<file path="config.mk">
export PLATFORM = sky130hd
export DESIGN_NAME = imem_dmem_arbiter
export DESIGN_NICKNAME = d
export VERILOG_FILES = /design/src/rtl/imem_dmem_arbiter.sv
export SDC_FILE = /design/constraint.sdc
export NUM_CORES = 1
export LEC_CHECK = 0
export CORE_ASPECT_RATIO = 1.5
export CORE_MARGIN = 8
export CORE_UTILIZATION = 37
export CTS_CLUSTER_DIAMETER = 200
export CTS_CLUSTER_SIZE = 40
export DETAILED_ROUTE_END_ITERATION = 6
export PLACE_DENSITY = 0.88
export SYNTH_ARGS = -nofsm -noshare
export SYNTH_HDL_FRONTEND = slang
export SYNTH_SLANG_ARGS = --single-unit
</file>
<file path="constraint.sdc">
create_clock -name i_clk -period 4.05 [get_ports i_clk]
set_clock_uncertainty 0.1 [all_clocks]
set_input_delay 0.81 -clock i_clk [delete_from_list [all_inputs] [get_ports i_clk]]
set_output_delay 0.81 -clock i_clk [all_outputs]
set_load 0.02 [all_outputs]
</file>
<file path="src/rtl/imem_dmem_arbiter.sv">
// Shares one single-port memory between instruction fetch and the data stage.
// One outstanding transaction, req/gnt/rvalid handshake, starvation-bounded data priority.
module imem_dmem_arbiter #(
    parameter int P_DATA_WIDTH   = 32,
    parameter int P_ADDR_WIDTH   = 11,
    parameter int P_STARVE_LIMIT = 4
) (
    input  logic                      i_clk,
    input  logic                      i_rst,
    input  logic                      i_if_req,
    input  logic [P_ADDR_WIDTH-1:0]   i_if_addr,
    output logic [P_DATA_WIDTH-1:0]   o_if_rdata,
    output logic                      o_if_rvalid,
    output logic                      o_if_busy,
    input  logic                      i_dm_req,
    input  logic                      i_dm_we,
    input  logic [P_DATA_WIDTH/8-1:0] i_dm_be,
    input  logic [P_ADDR_WIDTH-1:0]   i_dm_addr,
    input  logic [P_DATA_WIDTH-1:0]   i_dm_wdata,
    output logic [P_DATA_WIDTH-1:0]   o_dm_rdata,
    output logic                      o_dm_rvalid,
    output logic                      o_dm_busy,
    output logic                      o_mem_req,
    output logic                      o_mem_we,
    output logic [P_DATA_WIDTH/8-1:0] o_mem_be,
    output logic [P_ADDR_WIDTH-1:0]   o_mem_addr,
    output logic [P_DATA_WIDTH-1:0]   o_mem_wdata,
    input  logic                      i_mem_gnt,
    input  logic                      i_mem_rvalid,
    input  logic [P_DATA_WIDTH-1:0]   i_mem_rdata
);

    localparam int CNT_W = $clog2(P_STARVE_LIMIT + 1);
    localparam logic [CNT_W-1:0] STARVE_MAX = CNT_W'(P_STARVE_LIMIT);

    localparam logic [1:0] S_IDLE     = 2'd0;
    localparam logic [1:0] S_WAIT_GNT = 2'd1;
    localparam logic [1:0] S_WAIT_RSP = 2'd2;

    localparam logic OWN_IF = 1'b0;
    localparam logic OWN_DM = 1'b1;

    logic [1:0]       state;
    logic             owner;
    logic [CNT_W-1:0] starve_cnt;

    logic rsp_hit;
    logic arb_en;
    logic if_win;
    logic grant;

    // The response cycle doubles as an arbitration slot so a pending request issues back-to-back.
    always_comb begin
        rsp_hit = (state == S_WAIT_RSP) && i_mem_rvalid;
        arb_en  = (state == S_IDLE) || rsp_hit;
        if_win  = i_if_req && (!i_dm_req || (starve_cnt == STARVE_MAX));
        grant   = arb_en && (i_if_req || i_dm_req);
    end

    always_comb begin
        o_if_rvalid = rsp_hit && (owner == OWN_IF);
        o_dm_rvalid = rsp_hit && (owner == OWN_DM);
        o_if_rdata  = o_if_rvalid ? i_mem_rdata : '0;
        o_dm_rdata  = o_dm_rvalid ? i_mem_rdata : '0;
        o_if_busy   = i_if_req && !o_if_rvalid;
        o_dm_busy   = i_dm_req && !o_dm_rvalid;
    end

    always_ff @(posedge i_clk or posedge i_rst) begin
        if (i_rst) begin
            state       <= S_IDLE;
            owner       <= OWN_IF;
            starve_cnt  <= '0;
            o_mem_req   <= 1'b0;
            o_mem_we    <= 1'b0;
            o_mem_be    <= '0;
            o_mem_addr  <= '0;
            o_mem_wdata <= '0;
        end else begin
            case (state)
                S_IDLE, S_WAIT_RSP: begin
                    if (grant) begin
                        state     <= S_WAIT_GNT;
                        o_mem_req <= 1'b1;
                        if (if_win) begin
                            owner       <= OWN_IF;
                            o_mem_we    <= 1'b0;
                            o_mem_be    <= '1;
                            o_mem_addr  <= i_if_addr;
                            o_mem_wdata <= '0;
                            starve_cnt  <= '0;
                        end else begin
                            owner       <= OWN_DM;
                            o_mem_we    <= i_dm_we;
                            o_mem_be    <= i_dm_be;
                            o_mem_addr  <= i_dm_addr;
                            o_mem_wdata <= i_dm_wdata;
                            // Only data grants that bypass a waiting fetch count toward starvation.
                            if (i_if_req && (starve_cnt != STARVE_MAX)) begin
                                starve_cnt <= starve_cnt + 1'b1;
                            end
                        end
                    end else if (rsp_hit) begin
                        state <= S_IDLE;
                    end
                end
                S_WAIT_GNT: begin
                    if (i_mem_gnt) begin
                        state     <= S_WAIT_RSP;
                        o_mem_req <= 1'b0;
                    end
                end
                default: begin
                    state     <= S_IDLE;
                    o_mem_req <= 1'b0;
                end
            endcase
        end
    end

endmodule
</file>
# Yosys cells after proc, flatten, opt, wreduce, memory -nomap -nowiden
# Index checks and enable logic that the tools add are counted.
[classes]
muxes = 16
bitwise = 1
n_addsub = 1
n_reduce_logical = 21
n_eq_ne = 7
[ops]
columns = ["cell", "n"]
rows = [
  ["32-bit two-way mux", 3],
  ["11-bit two-way mux", 1],
  ["1-bit logical AND", 8],
  ["2-bit two-way mux", 3],
  ["3-bit two-way mux", 2],
  ["3-bit != test (second input constant)", 2],
  ["2-bit AND reduction", 3],
  ["1-bit two-way mux", 4],
  ["4-bit two-way mux", 1],
  ["2-bit != test (second input constant)", 2],
  ["2-bit case mux with 2 select lines", 1],
  ["3-bit by 1-bit adder with 3-bit output (second input constant)", 1],
  ["3-bit == test (second input constant)", 1],
  ["1-bit zero test", 3],
  ["1-bit logical OR", 3],
  ["3-bit AND reduction", 1],
  ["2-bit by 1-bit == test with 1-bit output (second input constant)", 1],
  ["2-bit == test (second input constant)", 1],
  ["2-bit zero test", 1],
  ["1-bit case mux with 2 select lines", 1],
  ["2-bit nonzero test", 1],
  ["2-bit OR reduction", 1],
  ["1-bit inverter", 1],
]
[totals]
wordCells = 54
inputBits = 97
out_inout_bits = 117
register_bits = 55

# Depth between registers and ports, before layout
# Gate-level depths: netlist of the first run.
[depth]
ltp_word = 6
depth_mapped = 7
depth_no_buf = 5

# Least setup slack after synthesis of the first run
# OpenSTA, ideal clock, no wires.
[synth_timing]
path_type = "input to output"
startpoint = "input i_mem_rvalid"
endpoint = "output o_dm_rdata[23]"
n_path_buf = 1
path_slack_ns = 1.422
cell_stages = 3
arrival_ns = 1.718
t_required_ns = 3.140
path_cell_list = "and4_1 clkbuf_1 and2_1"
[synth_via]
elab_chain_len = 3
[synth_lines]
columns = ["item", "line", "rtl"]
rows = [
  ["from (decl)", "29", "input logic i_mem_rvalid,"],
  ["1-bit logical AND", "54", "rsp_hit = (state == S_WAIT_RSP) && i_mem_rvalid;"],
  ["1-bit logical AND", "62", "o_dm_rvalid = rsp_hit && (owner == OWN_DM);"],
  ["via o_dm_rvalid", "21", "output logic o_dm_rvalid,"],
  ["32-bit two-way mux", "64", "o_dm_rdata = o_dm_rvalid ? i_mem_rdata : '0;"],
  ["to (decl)", "20", "output logic [P_DATA_WIDTH-1:0] o_dm_rdata,"],
]
# The timed path passes the listed nets, and every way through them passes these cells.

# Worst setup path after layout of the first run
[layout_timing]
startpoint = "input i_mem_rvalid"
endpoint = "output o_if_rdata[2]"
[layout_via]
elab_chain_len = 3
[layout_lines]
columns = ["item", "line", "rtl"]
rows = [
  ["1-bit logical AND", "54", ""],
  ["1-bit logical AND", "61", "o_if_rvalid = rsp_hit && (owner == OWN_IF);"],
  ["32-bit two-way mux", "63", "o_if_rdata = o_if_rvalid ? i_mem_rdata : '0;"],
  ["to (decl)", "12", "output logic [P_DATA_WIDTH-1:0] o_if_rdata,"],
]
# Every way passes these cells.

==> insert_results.sql, run 1 <==
INSERT INTO impl_metrics (metric_group, metric, value, unit) VALUES
('run_status', 'run_status', 'complete, no violations', ''),
('worst_setup_path', 'startpoint_type', 'input port', ''),
('cells_and_area', 'n_fill_cell', '591', ''),
('timing', 'timing.final.crit_period', '3530', 'ps'),
('timing', 'slew_headroom', '0.255', ''),
('timing', 'setup_tns', '0', 'ps'),
('clock_tree', 'worst_skew_pair.late_latency', '290', 'ps'),
('timing', 'fmaxAchievable', '0.284', 'GHz'),
('yosys', 'synth.net_count', '361', ''),
('place', 'place_congestion', '0.806', ''),
('global_route', 'total_routing_resource_utilization_after_global_routing', '0.189', ''),
('worst_setup_path', 'critical_path.n_buffers_inverters', '3', ''),
('timing', 'final.setup.worst_slack', '525', 'ps'),
('worst_setup_path', 'timing.critical_path.mode_cell', 'sky130_fd_sc_hd__clkdlybuf4s50_1', ''),
('clock_tree', 'cts_htree_levels', '2', ''),
('route', 'dr.pass1.iters', '5', ''),
('worst_setup_path', 'timing.critical_path.slowest_cell_delay', '630', 'ps'),
('floorplanning', 'die-area', '10800', 'µm²'),
('clock_tree', 'tritoncts', 'yes', ''),
('power', 'power_per_cell_area', '609', 'nW/µm²'),
('global_route', 'pin_count_of_the_biggest_net_entering_global_routing', '56', ''),
('run', 'max_cap_violations', '0', ''),
('yosys', 'postSynth.topFlopCell', 'sky130_fd_sc_hd__dfrtp_1', ''),
('yosys', 'synth-warning-count', '0', ''),
('power', 'leakage_power', '2.11', 'nW'),
('timing', 'final_hold_viol_count', '0', ''),
('yosys', 'syn_inst', '262', ''),
('timing', 'grt_setup_unrepaired', 'false', ''),
('cells_and_area', 'antennaDiodeCount', '0', ''),
('floorplanning', 'floorplan.die.width', '87.4', 'µm'),
('worst_setup_path', 'critical-path-top-delay-family', 'buffers and inverters', ''),
('worst_setup_path', 'critPathKind', 'input port to output pin', ''),
('yosys', 'synth_top_cells_by_area', 'sky130_fd_sc_hd__dfrtp_1, sky130_fd_sc_hd__and2_1, sky130_fd_sc_hd__a22o_1', ''),
('power', 'ir_worst_vdd', '0.250', 'mV'),
('cells_and_area', 'area_growth_from_synthesis_to_layout', '83.2', '%'),
('cells_and_area', 'utilization', '0.690', ''),
('place', 'place_inst', '559', ''),
('worst_setup_path', 'critical_path.cell_chain', 'clkdlybuf4s50_1 -> nor3b_2 -> buf_4 -> and2_1 -> clkdlybuf4s50_1', ''),
('yosys', 'synth_top_area_cell', 'sky130_fd_sc_hd__dfrtp_1', ''),
('global_route', 'via_count_of_the_first_global_routing_pass', '3095', ''),
('global_route', 'grt_antenna_before_repair', '0', ''),
('timing', 'fin_hold_ws', '401', 'ps'),
('clock_tree', 'clock_path_buffers', '2', ''),
('clock_tree', 'tritoncts_buffers', '5', ''),
('floorplanning', 'initial_utilization', '0.377', ''),
('floorplanning', 'core_region_area', '7510', 'µm²'),
('worst_setup_path', 'startpoint', 'i_mem_rvalid', ''),
('route', 'ant_nets', '0', ''),
('yosys', 'synth_top_area_share', '0.486', ''),
('place', 'buffer_ports.inserted', '213', ''),
('yosys', 'synthMostInstantiatedCell', 'sky130_fd_sc_hd__and2_1', ''),
('clock_tree', 'cts_hold_fix_bufs', '0', ''),
('yosys', 'synth_area', '2830', 'µm²'),
('yosys', 'postSynthRegisterBits', '55', ''),
('floorplanning', 'die_height', '123', 'µm'),
('worst_setup_path', 'timing.critical_path.fanout_max', '34', ''),
('route', 'drt_iter0_drc', '98', ''),
('clock_tree', 'post_cts_buffers', '0', ''),
('worst_hold_path', 'min-delay-start', 'o_mem_req', ''),
('global_route', 'grt_overflow_total', '0', ''),
('worst_setup_path', 'worstPathArrival', '2620', 'ps'),
('yosys', 'yosysSeqAreaShare', '0.486', ''),
('timing', 'setup_viol', '0', ''),
('floorplanning', 'io_pins', '214', ''),
('worst_setup_path', 'timing.critical_path.required', '3140', 'ps'),
('cells_and_area', 'final_cell_count_no_fill', '567', ''),
('yosys', 'synth.distinct_cells', '34', ''),
('floorplanning', 'fp-row-count', '39', ''),
('cells_and_area', 'ff_latch_area', '1380', 'µm²'),
('clock_tree', 'cts_resized', '0', ''),
('route', 'avgViaCountPerCell', '5.10', '');
==> area by class of cell <==
| type | instances | share of cell area |
|---|---|---|
| inverter | 10 | 0.00724 |
| sequential | 55 | 0.265 |
| timing repair buffer | 219 | 0.422 |
| clock buffer | 6 | 0.0268 |
| clock inverter | 2 | 0.00676 |
| tap | 102 | 0.0246 |
| multi-input combinational | 173 | 0.247 |
==> kinds of logic (layout without fill, tap and decap cells) <==
family,count (synthesis),in the layout,share of synthesized area
muxes,1,1,0.00398
adders and majority gates,2,2,0.00884
buffers and inverters,34,237,0.0614
DFF,55,55,0.486
and+or+nand+nor,89,89,0.195
AOI/OAI and AO/OA,81,81,0.245
==> metal layers <==
layer | wire length [µm] | GRT usage | share of wire | vias to the layer above
met3 | 1410 | 0.0945 | 0.13 | 8
met4 | 116 | 0.0670 | 0.011 | 0
met2 | 5370 | 0.327 | 0.51 | 181
met1 | 3700 | 0.190 | 0.35 | 1366
li1 | - | - | - | 1336
met5 | 0 | 0 | 0 | -
==> layout by cell type (no fill, tap or decap), types with 2 or more instances in the layout <==
master                            netlist  routed
sky130_fd_sc_hd__a22o_1                34      34
sky130_fd_sc_hd__a2bb2oi_2              4       4
sky130_fd_sc_hd__a31oi_1               12      12
sky130_fd_sc_hd__a31oi_2               10      10
sky130_fd_sc_hd__and2_1                64      64
sky130_fd_sc_hd__and4_1                 2       2
sky130_fd_sc_hd__buf_4                  0       5
sky130_fd_sc_hd__clkbuf_16              0       5
sky130_fd_sc_hd__clkdlybuf4s50_1        0     213
sky130_fd_sc_hd__dfrtp_1               55      55
sky130_fd_sc_hd__ha_1                   2       2
sky130_fd_sc_hd__inv_1                  9       8
sky130_fd_sc_hd__inv_2                  1       2
sky130_fd_sc_hd__nand2b_1               2       2
sky130_fd_sc_hd__nand3_1               12      12
sky130_fd_sc_hd__nor2_1                 2       2
sky130_fd_sc_hd__o21ai_0               12      12
==> per-stage QoR <==
stage	area, µm²	total power [W]
after global routing	5180	0.00332
after floorplan	2830	0.00190
after global placement	5010	0.00264
after CTS	5180	0.00320
final	5180	0.00316
after detailed placement	5010	0.00269
==> power breakdown <==
group	switching (W)	internal, W	total [W]
registers	0.000152	0.000802	0.000954
clock network	0.000188	0.000308	0.000496
logic	0.000862	0.000848	0.00171
total	0.00120	0.00196	0.00316
==> registers in the layout, indices dropped and copies added (netlist names) <==
signal,count
o_mem_req,1
state,2
o_mem_we,1
owner,1
o_mem_wdata,32
starve_cnt,3
o_mem_addr,11
o_mem_be,4
==> final timing paths <==
kind / depth (start not counted) / endpoint / slack (ps)
setup / recovery: 5 / o_if_rdata[2] / 520
max in group asynchronous: 2 / o_mem_wdata[10] / 2140
min in group asynchronous: 2 / o_mem_wdata[21] / 1020
hold reg to reg: 1 / o_mem_req / 400
hold / removal: 1 / o_mem_req / 400
setup reg to reg: 3 / o_mem_wdata[3] / 1680
Power figures use the tool's default switching activity.
==> inputs of run 2 (changes only) <==
Settings changed: TNS_END_PERCENT set to 30.
==> results of run 2 <==
No change in the layout: final DEF, timing and power equal those of run 1.
==> edit 1, RTL diff (config.mk and constraints of run 1) <==
`P_ADDR_WIDTH`: 11 -> 12.
--- a/src/rtl/imem_dmem_arbiter.sv
+++ b/src/rtl/imem_dmem_arbiter.sv
@@ -3,5 +3,5 @@
 module imem_dmem_arbiter #(
     parameter int P_DATA_WIDTH   = 32,
-    parameter int P_ADDR_WIDTH   = 11,
+    parameter int P_ADDR_WIDTH   = 12,
     parameter int P_STARVE_LIMIT = 4
 ) (
Ports: changed (resized i_dm_addr, i_if_addr and o_mem_addr); port bits go from 214 to 217. The function was not compared with the original's and may differ.
==> edit 1 against run 1 <==
- sequential cell count grew 1
- setup slack gained 27 ps
- utilization decreased by 0.17 points
- largest cell class unchanged
- sequential power is 1% higher
- area after synthesis is 1.1% lower
- cell count increased by 1.4%
- wire length increased by 2.6%
- total power down 2.3%
- design area is 0.89% lower
- non-clock buffer count increased by 3
==> edit 1: results (changes against run 1) <==
The total of buffers placed on input and output ports is 216 (+1.4%), and the global-route track usage on met2 is 34.18% (+1.4 points). The run gives 537.1 ps (+32.81 ps) as the worst slack after detailed placement. The run gives 7.306% (-2.1 points) as the met3 routing resource usage after global routing. The multiplexer share of the synthesized area was 0.4025% (+0.0046 points); the share of layout cells above drive strength 1 was 4.017% (-3.1 points).

The first-pass GRT wire length was 15,900 um (+0.83%); the length of routed met2 wiring was 5583 um (+4.0%). By area the synthesized netlist is led by sky130_fd_sc_hd__dfrtp_1 50%, sky130_fd_sc_hd__and2_1 14%, sky130_fd_sc_hd__a22o_1 11%. The logs give 4989 um2 (-0.45%) for the cell area after placement and 3974 um (+7.4%) for the routed length on met1. The relative slew slack is 23.18% (-2.3 points). In the final layout, the registers with the most flip-flops are o_mem_wdata x32, o_mem_addr x12, o_mem_be x4. The tools report the final RePlAce weighted congestion as 0.8314 (+3.2%). Leakage power: 2.109 nW (-0.15%). The HPWL after detailed placement is 8688 um (+1.9%), and the maximum clock rate is 0.2858 GHz (+0.76%). The endpoint of the worst register-to-register path was o_mem_wdata[18]$_DFFE_PP0P_. For the count of placed standard cells including taps, the log shows 567 (+1.4%). The routed length on met3 is 1077 um (-23%), and the share of flip-flops with an asynchronous set or reset is 100.0% (unchanged). The post-synthesis average cell area is 10.40 um2 (-3.7%), and the via density per instance is 5.021 (-1.5%).

The post-detailed-route wirelength per cell came out at 18.91 um (+1.2%). The number of global-route vias before repair is 2,905 (-6.1%). The worst hold-check slack is 391.8 ps (-8.772 ps). The violation count after the first detailed-route iteration was 132 (+35%). The highest-utilization routing layer at the global route stage was met2.

The share of synthesized cell area in full adder, half adder and majority cells is 0.8945% (+0.010 points). The tools report the global-route met1 utilization as 20.43% (+1.4 points). The number of distinct library cells after synthesis is 32 (-5.9%).

The highest ir drop seen on vdd was 0.5218 mV (+110%); the overall routing resource usage was 19.26% (+0.38 points). The most critical setup path has its endpoint at o_dm_rdata[23]. For the count of placed standard cells in the final layout, fillers left out, the log shows 575 (+1.4%). The run gives 0 (unchanged) as the diode insertion count for antenna repair.

The net count after synthesis is 370 (+2.5%). The compound-gate portion of the synthesized area is 22.27% (-2.2 points). The flow ran to the end, and the final reports show no timing, DRC or antenna violations.

The commonest cells after synthesis are 64 x sky130_fd_sc_hd__and2_1, 56 x sky130_fd_sc_hd__dfrtp_1, 34 x sky130_fd_sc_hd__a22o_1, 24 x sky130_fd_sc_hd__a31oi_1, 14 x sky130_fd_sc_hd__clkbuf_1. The data arrival at the endpoint of the critical path came out at 2590 ps (-30 ps). The tools report the sequential cell area fraction in the yosys report as 50.09% (+1.5 points).
-- edit 1: changes by cell type in the layout (fill, tap and decap cells not counted), moves of 2 or more --
cell	delta
sky130_fd_sc_hd__a2bb2oi_1	+4
sky130_fd_sc_hd__a31oi_2	-10
sky130_fd_sc_hd__inv_6	+2
sky130_fd_sc_hd__a2bb2oi_2	-4
sky130_fd_sc_hd__clkdlybuf4s50_1	+3
sky130_fd_sc_hd__a31oi_1	+12
-- edit 1: final cells by class --
class | count | area (um2)
Fill cell | 584 | 2327
Timing Repair Buffer | 222 | 2207
Sequential cell | 56 | 1401
Multi-Input combinational cell | 177 | 1215
Tap cell | 102 | 127.6
Clock buffer | 5 | 125.1
Inverter | 10 | 37.54
Clock inverter | 3 | 25.02
-- edit 1: where the power goes --
part           switching [mW]  internal, mW  total [mW]
Clock                   0.213         0.234       0.448
Sequential              0.152         0.816       0.968
Combinational           0.853         0.819        1.67
==> edit 2, RTL diff (settings of run 1) <==
Made on the original files. Reset style: synchronous (`i_rst`), changed in one clocked block.
--- a/src/rtl/imem_dmem_arbiter.sv
+++ b/src/rtl/imem_dmem_arbiter.sv
@@ -67,5 +67,5 @@
     end
 
-    always_ff @(posedge i_clk or posedge i_rst) begin
+    always_ff @(posedge i_clk) begin
         if (i_rst) begin
             state       <= S_IDLE;
Function: differs if i_rst is asserted again (counterexample within 4 cycles, from zero or initial values and one cycle with i_rst high); with i_rst held inactive, the same outputs for 4 cycles.
==> edit 2 against run 1 <==
- setup slack got worse by 100 ps
- sequential share of layout area decreased by 5.6 points
- critical endpoint is now o_dm_rdata[10]
- largest cell class unchanged
- area after synthesis increased by 3.7%
- sequential cell count unchanged
- critical path depth increased by 1
- non-clock buffer count increased by 1
- design area increased by 1.4%
- via count increased by 16%
- wire length increased by 17%
Power is not compared: it rests on default switching activity, and its combinational part moved more than twofold at a synthesized area within 25%.
==> edit 2: results (changes against run 1) <==
The global-route met1 utilization is 22.90% (+3.9 points), and the HPWL after detailed placement is 9836 um (+15%). The tools report the number of optimization iterations in the first detailed-route pass as 4 (-1). The flow ran to the end, and the final reports show no timing, DRC or antenna violations.

The post-detailed-route wirelength per cell was 19.37 um (+3.6%). The commonest cells after synthesis are 64 x sky130_fd_sc_hd__and2_1, 55 x sky130_fd_sc_hd__dfxtp_1, 37 x sky130_fd_sc_hd__nand2_1, 36 x sky130_fd_sc_hd__inv_1, 22 x sky130_fd_sc_hd__clkbuf_1. The run gives 20.64% (-4.9 points) as the relative slew slack.

Routed length on met1: 4403 um (+19%). The number of cells on the worst reg-to-reg path is 6 (+3). The worst register-to-register path ends at o_mem_be[2]$_SDFFE_PP0P_. The tools report the register-to-register setup slack as 1860 ps (+180 ps). The logs give 19,210 um (+22%) for the first-pass GRT wire length and 0.7862 (-2.4%) for the final RePlAce weighted congestion. The logs give 51 (-8.9%) for the pin count of the biggest net entering global routing and 2720 ps (+100 ps) for the data arrival at the endpoint of the critical path.

The net count after synthesis was 440 (+22%); the share of flip-flops with an asynchronous set or reset was 0% (-100 points). The tools report the overall routing resource usage as 22.00% (+3.1 points). The startpoint identified for the worst hold timing path is o_mem_req$_SDFFE_PP0P_. The share of layout cells above drive strength 1 was 11.01% (+3.9 points). The routed length on met3 came out at 1670 um (+19%).

The run gives 10.89% (+1.4 points) as the met3 routing resource usage after global routing. For the sequential cell area fraction in the yosys report, the log shows 37.51% (-11 points). After synthesis, the cell types taking the most area are sky130_fd_sc_hd__dfxtp_1 38%, sky130_fd_sc_hd__and2_1 14%, sky130_fd_sc_hd__o32ai_2 11%. The number of distinct library cells after synthesis was 37 (+8.8%). The run gives 3,623 (+17%) as the number of global-route vias before repair. End point of the critical path: o_dm_rdata[10].
==> edit 2: cells by family after synthesis <==
kind of cell	Yosys count	synth area share [%]
buf+inv	71	9.932
fa+ha+maj	2	0.8524
flops	55	37.51
simple gates	129	24.17
compound gates	84	27.54
==> edit 2: metrics by stage <==
stage / hold WS (ps) / setup WS (ps) / cell area, um2 / std cells
final: 374.4 / 423.9 / 5259 / 641
after global routing: 398.1 / 298.0 / 5259 / 641
after CTS: 374.5 / 421.0 / 5259 / 641
after detailed placement: 357.6 / 426.0 / 5091 / 633
after global placement: 350.9 / 484.0 / 5091 / 633
after floorplan: 366.4 / 1298 / 2935 / 341
==> edit 2: layout make-up <==
cell class / count / area (um2)
clock buffers: 6 / 128.9
fillers: 635 / 2599
repair buffers: 220 / 2150
flip-flops and latches: 55 / 1101
well taps: 105 / 131.4
inverters: 38 / 142.6
clock inverters: 2 / 38.79
multi-input cells: 215 / 1567
